## src/rtl/branch_resolve_queue.sv

```systemverilog
// Branch resolve queue: holds predicted branches until EX resolves them, flags mispredicts
// and drives predictor training. Define BRQ_STATS_EN to add resolved/mispredict counters.
module branch_resolve_queue #(
    parameter int DEPTH = 4,
    parameter int PTR_W = 2,
    parameter int PC_W  = 32
) (
    input  logic             clk,
    input  logic             reset,
    input  logic             push,
    input  logic [PC_W-1:0]  push_pc,
    input  logic             push_pred,
    input  logic [PC_W-1:0]  push_target,
    output logic             full,
    output logic             empty,
    output logic [PTR_W:0]   count,
    input  logic             resolve,
    input  logic             resolve_taken,
    input  logic [PC_W-1:0]  resolve_target,
    output logic             mispredict,
    output logic [PC_W-1:0]  redirect_pc,
    output logic             upd_valid,
    output logic [PC_W-1:0]  upd_pc,
    output logic             upd_outcome,
`ifdef BRQ_STATS_EN
    output logic [15:0]      stat_resolved,
    output logic [15:0]      stat_mispred,
`endif
    output logic             underflow
);

    logic [PC_W-1:0]  pc_mem  [DEPTH];
    logic             pred_mem[DEPTH];
    logic [PC_W-1:0]  tgt_mem [DEPTH];

    logic [PTR_W-1:0] rd_ptr;
    logic [PTR_W-1:0] wr_ptr;

    logic             do_pop;
    logic             do_push;
    logic             flush;
    logic [PC_W-1:0]  head_pc;
    logic             head_pred;
    logic [PC_W-1:0]  head_tgt;

    assign full  = (count == (PTR_W+1)'(DEPTH));
    assign empty = (count == '0);

    assign head_pc   = pc_mem[rd_ptr];
    assign head_pred = pred_mem[rd_ptr];
    assign head_tgt  = tgt_mem[rd_ptr];

    // A wrong direction, or a right "taken" with the wrong target, both redirect fetch.
    always_comb begin
        do_pop  = resolve && !empty;
        flush   = do_pop && ((resolve_taken != head_pred) ||
                             (resolve_taken && head_pred && (resolve_target != head_tgt)));
        do_push = push && (!full || do_pop) && !flush;
    end

    always_ff @(posedge clk) begin
        if (do_push) begin
            pc_mem[wr_ptr]   <= push_pc;
            pred_mem[wr_ptr] <= push_pred;
            tgt_mem[wr_ptr]  <= push_target;
        end
    end

    always_ff @(posedge clk) begin
        if (reset) begin
            rd_ptr      <= '0;
            wr_ptr      <= '0;
            count       <= '0;
            mispredict  <= 1'b0;
            redirect_pc <= '0;
            upd_valid   <= 1'b0;
            upd_pc      <= '0;
            upd_outcome <= 1'b0;
            underflow   <= 1'b0;
        end else begin
            if (flush) begin
                rd_ptr <= '0;
                wr_ptr <= '0;
                count  <= '0;
            end else begin
                if (do_push) wr_ptr <= wr_ptr + 1'b1;
                if (do_pop)  rd_ptr <= rd_ptr + 1'b1;
                count <= count + (PTR_W+1)'(do_push) - (PTR_W+1)'(do_pop);
            end

            upd_valid  <= do_pop;
            mispredict <= flush;
            if (do_pop) begin
                upd_pc      <= head_pc;
                upd_outcome <= resolve_taken;
            end
            if (flush)
                redirect_pc <= resolve_taken ? resolve_target : head_pc + PC_W'(4);
            if (resolve && empty)
                underflow <= 1'b1;
        end
    end

`ifdef BRQ_STATS_EN
    always_ff @(posedge clk) begin
        if (reset) begin
            stat_resolved <= '0;
            stat_mispred  <= '0;
        end else begin
            if (do_pop && stat_resolved != 16'hFFFF) stat_resolved <= stat_resolved + 16'd1;
            if (flush  && stat_mispred  != 16'hFFFF) stat_mispred  <= stat_mispred + 16'd1;
        end
    end
`endif

endmodule

```

## config.mk

```make
export PLATFORM = sky130hd
export DESIGN_NAME = branch_resolve_queue
export DESIGN_NICKNAME = d
export VERILOG_FILES = /design/src/rtl/branch_resolve_queue.sv
export SDC_FILE = /design/constraint.sdc
export NUM_CORES = 1
export LEC_CHECK = 0
export CORE_AREA = 2 2 167 169
export DETAILED_ROUTE_END_ITERATION = 6
export DIE_AREA = 0 0 169 171
export PLACE_DENSITY = 0.78
export SLEW_MARGIN = 5
export SYNTH_ARGS = -nofsm -noshare
export SYNTH_HDL_FRONTEND = slang
export SYNTH_SLANG_ARGS = --single-unit
```

## constraint.sdc

```tcl
create_clock -name clk -period 4.9 [get_ports clk]
set_input_delay 1.225 -clock clk [delete_from_list [all_inputs] [get_ports clk]]
set_output_delay 1.225 -clock clk [all_outputs]
set_load 0.02 [all_outputs]
```

### After elaboration in Yosys (flattened, before gate mapping)

Memory sizes are Yosys's and may differ from the RTL's. A register that Yosys moved wholly into a read port is not among the register bits.
Cells that the tools add are included.

| operators by class | value |
|---|---|
| $add $sub $neg | 5 |
| equal/unequal tests | 3 |
| muxes and demuxes | 9 |
| reductions and logical operators | 14 |

Operator list:

| cell | count |
|---|---|
| $add A32 B3 Y32 const B | 1 |
| $mux W32 | 1 |
| $ne A32 B32 Y1 | 1 |
| $mux W2 | 6 |
| $logic_and A1 B1 Y1 | 7 |
| $add A2 B1 Y2 const B | 2 |
| $add A3 B1 Y3 | 1 |
| $eq A3 B3 Y1 const B | 1 |
| $logic_not A1 Y1 | 3 |
| $logic_not A3 Y1 | 1 |
| $sub A3 B1 Y3 | 1 |
| $logic_or A1 B1 Y1 | 2 |
| $mux W1 | 2 |
| $reduce_or A2 Y1 | 1 |
| $ne A1 B1 Y1 | 1 |

| word-level totals | value |
|---|---|
| register bits after elaboration | 75 |
| bits in writable memories | 260 |
| output and inout bits | 73 |
| word-level logic and storage cells | 43 |
| memories | 3 |

Memory list:

| memory | depth | width | rd ports | clocked after Yosys merged registers in | write ports | RTL line | text |
|---|---|---|---|---|---|---|---|
| pc_mem | 4 | 32 | 1 | 1 | 1 | 32 | `logic [PC_W-1:0] pc_mem [DEPTH];` |
| tgt_mem | 4 | 32 | 1 | 1 | 1 | 34 | `logic [PC_W-1:0] tgt_mem [DEPTH];` |
| pred_mem | 4 | 1 | 1 | 1 | 1 | 33 | `logic pred_mem[DEPTH];` |

### Longest topological paths before layout

| logic depth | value |
|---|---|
| depth in word-level cells | 8 |
| depth in mapped cells | 17 |
| mapped depth without buffers | 14 |

### Least setup slack after synthesis

OpenSTA, ideal clock, no wires.

| path | value |
|---|---|
| path type | reg2reg |
| from | reg (tool-made name) |
| to | mem pc_mem[0][0] (enable) |
| setup time | 0.430 ns |
| data arrival time | 3.776 ns |
| required time | 4.470 ns |
| path slack | 0.694 ns |
| stages on the path, launching flop included | 11 |
| path buffers | 4 |
| clock period less this slack | 4.206 ns |
| path through | dfxtp_1 buf_6 buf_6 buf_4 buf_6 mux4_2 ha_1 nand2_1 nand2_1 nor2_1 and2_1 |

RTL lines:

| item | RTL line |
|---|---|
| to (decl) | 32 |

==> flow_metrics.py <==
metrics = {
    "clock_network": {
        "cts_tree": "yes",
        "clock_path_buffers": 3,
        "cts_resized": 0,
        "hold_buffers": 0,
        "clock_sinks": 337,
        "clkTransAtPathRegs_ps": 60,
        "cts-buffers-inserted": 35,
        "cts.htree.levels": 2,
        "worstSkewPairLatency_ps": 520,
        "clock-root-buffer": "clkbuf_16",
        "post-cts-setup-buffers": 0,
    },
    "sta": {
        "tightestPinTransition_ps": 704,
        "finalHoldViolCount": 0,
        "rsz0062_at_grt": "false",
        "relSlewSlack_pct": 53.0,
        "fin_crit_sh_pct": 85.2,
        "setup_tns_ps": 0,
        "setup_viol": 0,
        "fmax_ghz": 0.239,
        "skew_ps": 16.4,
        "min_period_ps": 4180,
        "slew_viol_final": 0,
    },
    "logic_synthesis": {
        "synth_compound_area_share_pct": 4.13,
        "synth_top_family_by_area": "multiplexers",
        "synth_cells": 782,
        "synth-main-ff-cell": "edfxtp_1",
        "synth-edff-count": 260,
        "syn_area_per_cell_um2": 17.0,
        "syn_nets": 893,
        "async_flop_share_pct": 0,
        "syn-cell-area_um2": 13300,
        "yosysTopAreaCell": "edfxtp_1",
        "synthTopCellsByArea": "edfxtp_1, dfxtp_1, mux4_2",
        "muxShareOfSynthArea_pct": 12.6,
        "yosys.area_share.simple_pct": 5.88,
        "synthXorXnorAreaFrac_pct": 4.21,
        "synthAdderAreaFrac_pct": 0.902,
        "yosysSeqAreaShare_pct": 70.2,
        "ys_ff_latch": 337,
        "yosysWarnings": 0,
        "yosysUniqueCellTypes": 40,
        "synth_top_area_share_pct": 58.7,
    },
    "grt": {
        "grt_pass1_wl_um": 46900,
        "track_usage_pct": 22.1,
        "grt_pass1_vias": 7639,
        "grt_max_degree": 50,
        "gr-total-overflow": 0,
        "antenna_found_initial": 5,
    },
    "worst_setup_path": {
        "r2r_end": "count[2]$_SDFF_PP0_",
        "r2r_slack_ps": 720,
        "worstSetupStartpointType": "flip-flop",
        "worstSetupEndpointType": "flip-flop",
        "rr_worst_depth": 15,
        "path_max_fanout": 20,
        "cp.required_ps": 5300,
        "path_class": "reg2reg",
        "cp.arrival_ps": 4580,
    },
    "pwr": {
        "p_leak_nw": 5.37,
        "ir_drop_uv": 371,
        "powerDensity_nw_per_um2": 528,
    },
    "floorplanning": {
        "start_util_pct": 48.7,
        "dieArea_um2": 28900,
        "die_x_um": 169,
        "rows": 61,
        "num_io_pins": 175,
        "core_um2": 27300,
        "die_h_um": 171,
    },
    "cells_and_area": {
        "syn_to_final_growth_pct": 24.5,
        "layout-drive-gt1-share_pct": 14.7,
        "n_antenna_cell": 0,
        "final_net_count": 1088,
        "final_common_cell": "edfxtp_1",
        "fin_area_um2": 16600,
        "final_cell_mix": "edfxtp_1, clkdlybuf4s50_1, nand2_1",
    },
    "drt": {
        "drt_iter0_drc": 543,
        "ant_nets": 0,
        "drcViolationCount": 0,
        "vias_per_cell": 5.62,
        "routed_wl_um": 31900,
        "wl_per_cell_um": 23.6,
        "vias": 7587,
        "dr.pass1.iters": 5,
    },
    "min_path": {
        "min-delay-start": "upd_pc[15]$_SDFFE_PP0P_",
        "holdPathEnd": "upd_pc[15]$_SDFFE_PP0P_",
        "whs_path_depth": 2,
        "min_path_type": "reg2reg",
    },
    "place": {
        "io_buffers": 174,
        "placed_area_um2": 15500,
        "hpwl_um": 21600,
        "place_congestion": 0.787,
    },
    "job": {
        "cap_violations": 0,
    },
    "status": {
        "run_status": "finished clean",
    },
}
[layout make-up]
| cell class | count | area, um^2 |
|---|---|---|
| sequential | 337 | 9350 |
| clock buffer | 47 | 951 |
| multi-input combinational | 399 | 3690 |
| timing repair buffer | 195 | 1990 |
| clock inverter | 17 | 115 |
| inverter | 9 | 33.8 |
| fill | 2028 | 10800 |
| tap | 346 | 433 |
[worst max-delay path by stage]
stage               cells after the start                from                      to
finish                                 15           flip-flop     count[2]$_SDFF_PP0_
global route                           15           flip-flop     count[2]$_SDFF_PP0_
CTS                                    15           flip-flop     count[2]$_SDFF_PP0_
detailed placement                     14  resolve_target[31]     count[2]$_SDFF_PP0_
global placement                       14  resolve_target[31]     count[2]$_SDFF_PP0_
floorplan                              10           flip-flop  pc_mem[0][0]$_DFFE_PP_
[through the flow]
stage	worst slack [ps]	instances	util [%]	total power, W	hold slack [ps]
floorplan	694	782	-	0.00537	535
global placement	479	1286	56.8	0.00630	444
detailed placement	444	1286	56.8	0.00635	449
CTS	697	1350	60.7	0.00882	458
global route	391	1350	60.7	0.00912	473
finish	724	1350	60.7	0.00875	456
[cell usage after synthesis (all sizes together) (3+ instances only)]
| master | n |
|---|---|
| edfxtp | 260 |
| dfxtp | 77 |
| nand2 | 77 |
| mux4 | 65 |
| xnor2 | 58 |
| a21oi | 48 |
| o2bb2ai | 32 |
| buf | 23 |
| mux2i | 21 |
| nor2 | 18 |
| nand4 | 17 |
| clkbuf | 14 |
| nand3 | 13 |
| and2 | 11 |
| inv | 9 |
| ha | 8 |
| xor2 | 6 |
| nor4 | 5 |
| nor3b | 3 |
[flip-flops by register name, summed over array words and instances, names as in the netlist, named ones only]
signal / count
count: 3
pc_mem: 128
upd_outcome: 1
wr_ptr: 2
rd_ptr: 2
upd_valid: 1
pred_mem: 4
upd_pc: 32
mispredict: 1
tgt_mem: 128
underflow: 1
redirect_pc: 32
[layer usage]
| layer | share of wire (%) | wire length [um] | up-vias | GRT usage (%) |
|---|---|---|---|---|
| met4 | 2.2 | 708 | 8 | 6.32 |
| li1 | - | - | 3428 | - |
| met2 | 50 | 15900 | 272 | 37.4 |
| met3 | 7.4 | 2360 | 51 | 5.81 |
| met5 | 0.18 | 56 | - | 0 |
| met1 | 41 | 12900 | 3828 | 28.4 |
[worst max-delay path: stages (launching register included)]
cell and delay (ps):
dfxtp_4 550, buf_12 250, mux4_2 540, xnor2_1 320, nand4_1 240, nor4_1 330, a21oi_1 180, nor2_1 260
inv_1 70, ha_1 270, inv_1 40, ha_1 190, fa_1 380, xnor2_1 140, xnor2_1 130, and2_1 150
[cell families after synthesis]
kind of cell    Yosys count
mux                      86
fa+ha+maj                 9
xor+xnor                 64
compound gates           84
simple gates            156
buf+inv                  46
flops                   337
[report_power, final]
group	internal [W]	switching [W]
sequential	0.00354	0.000175
clock	0.00142	0.00105
combinational	0.00111	0.00145
total	0.00607	0.00267
No activity file was read; power rests on OpenSTA's default activity.
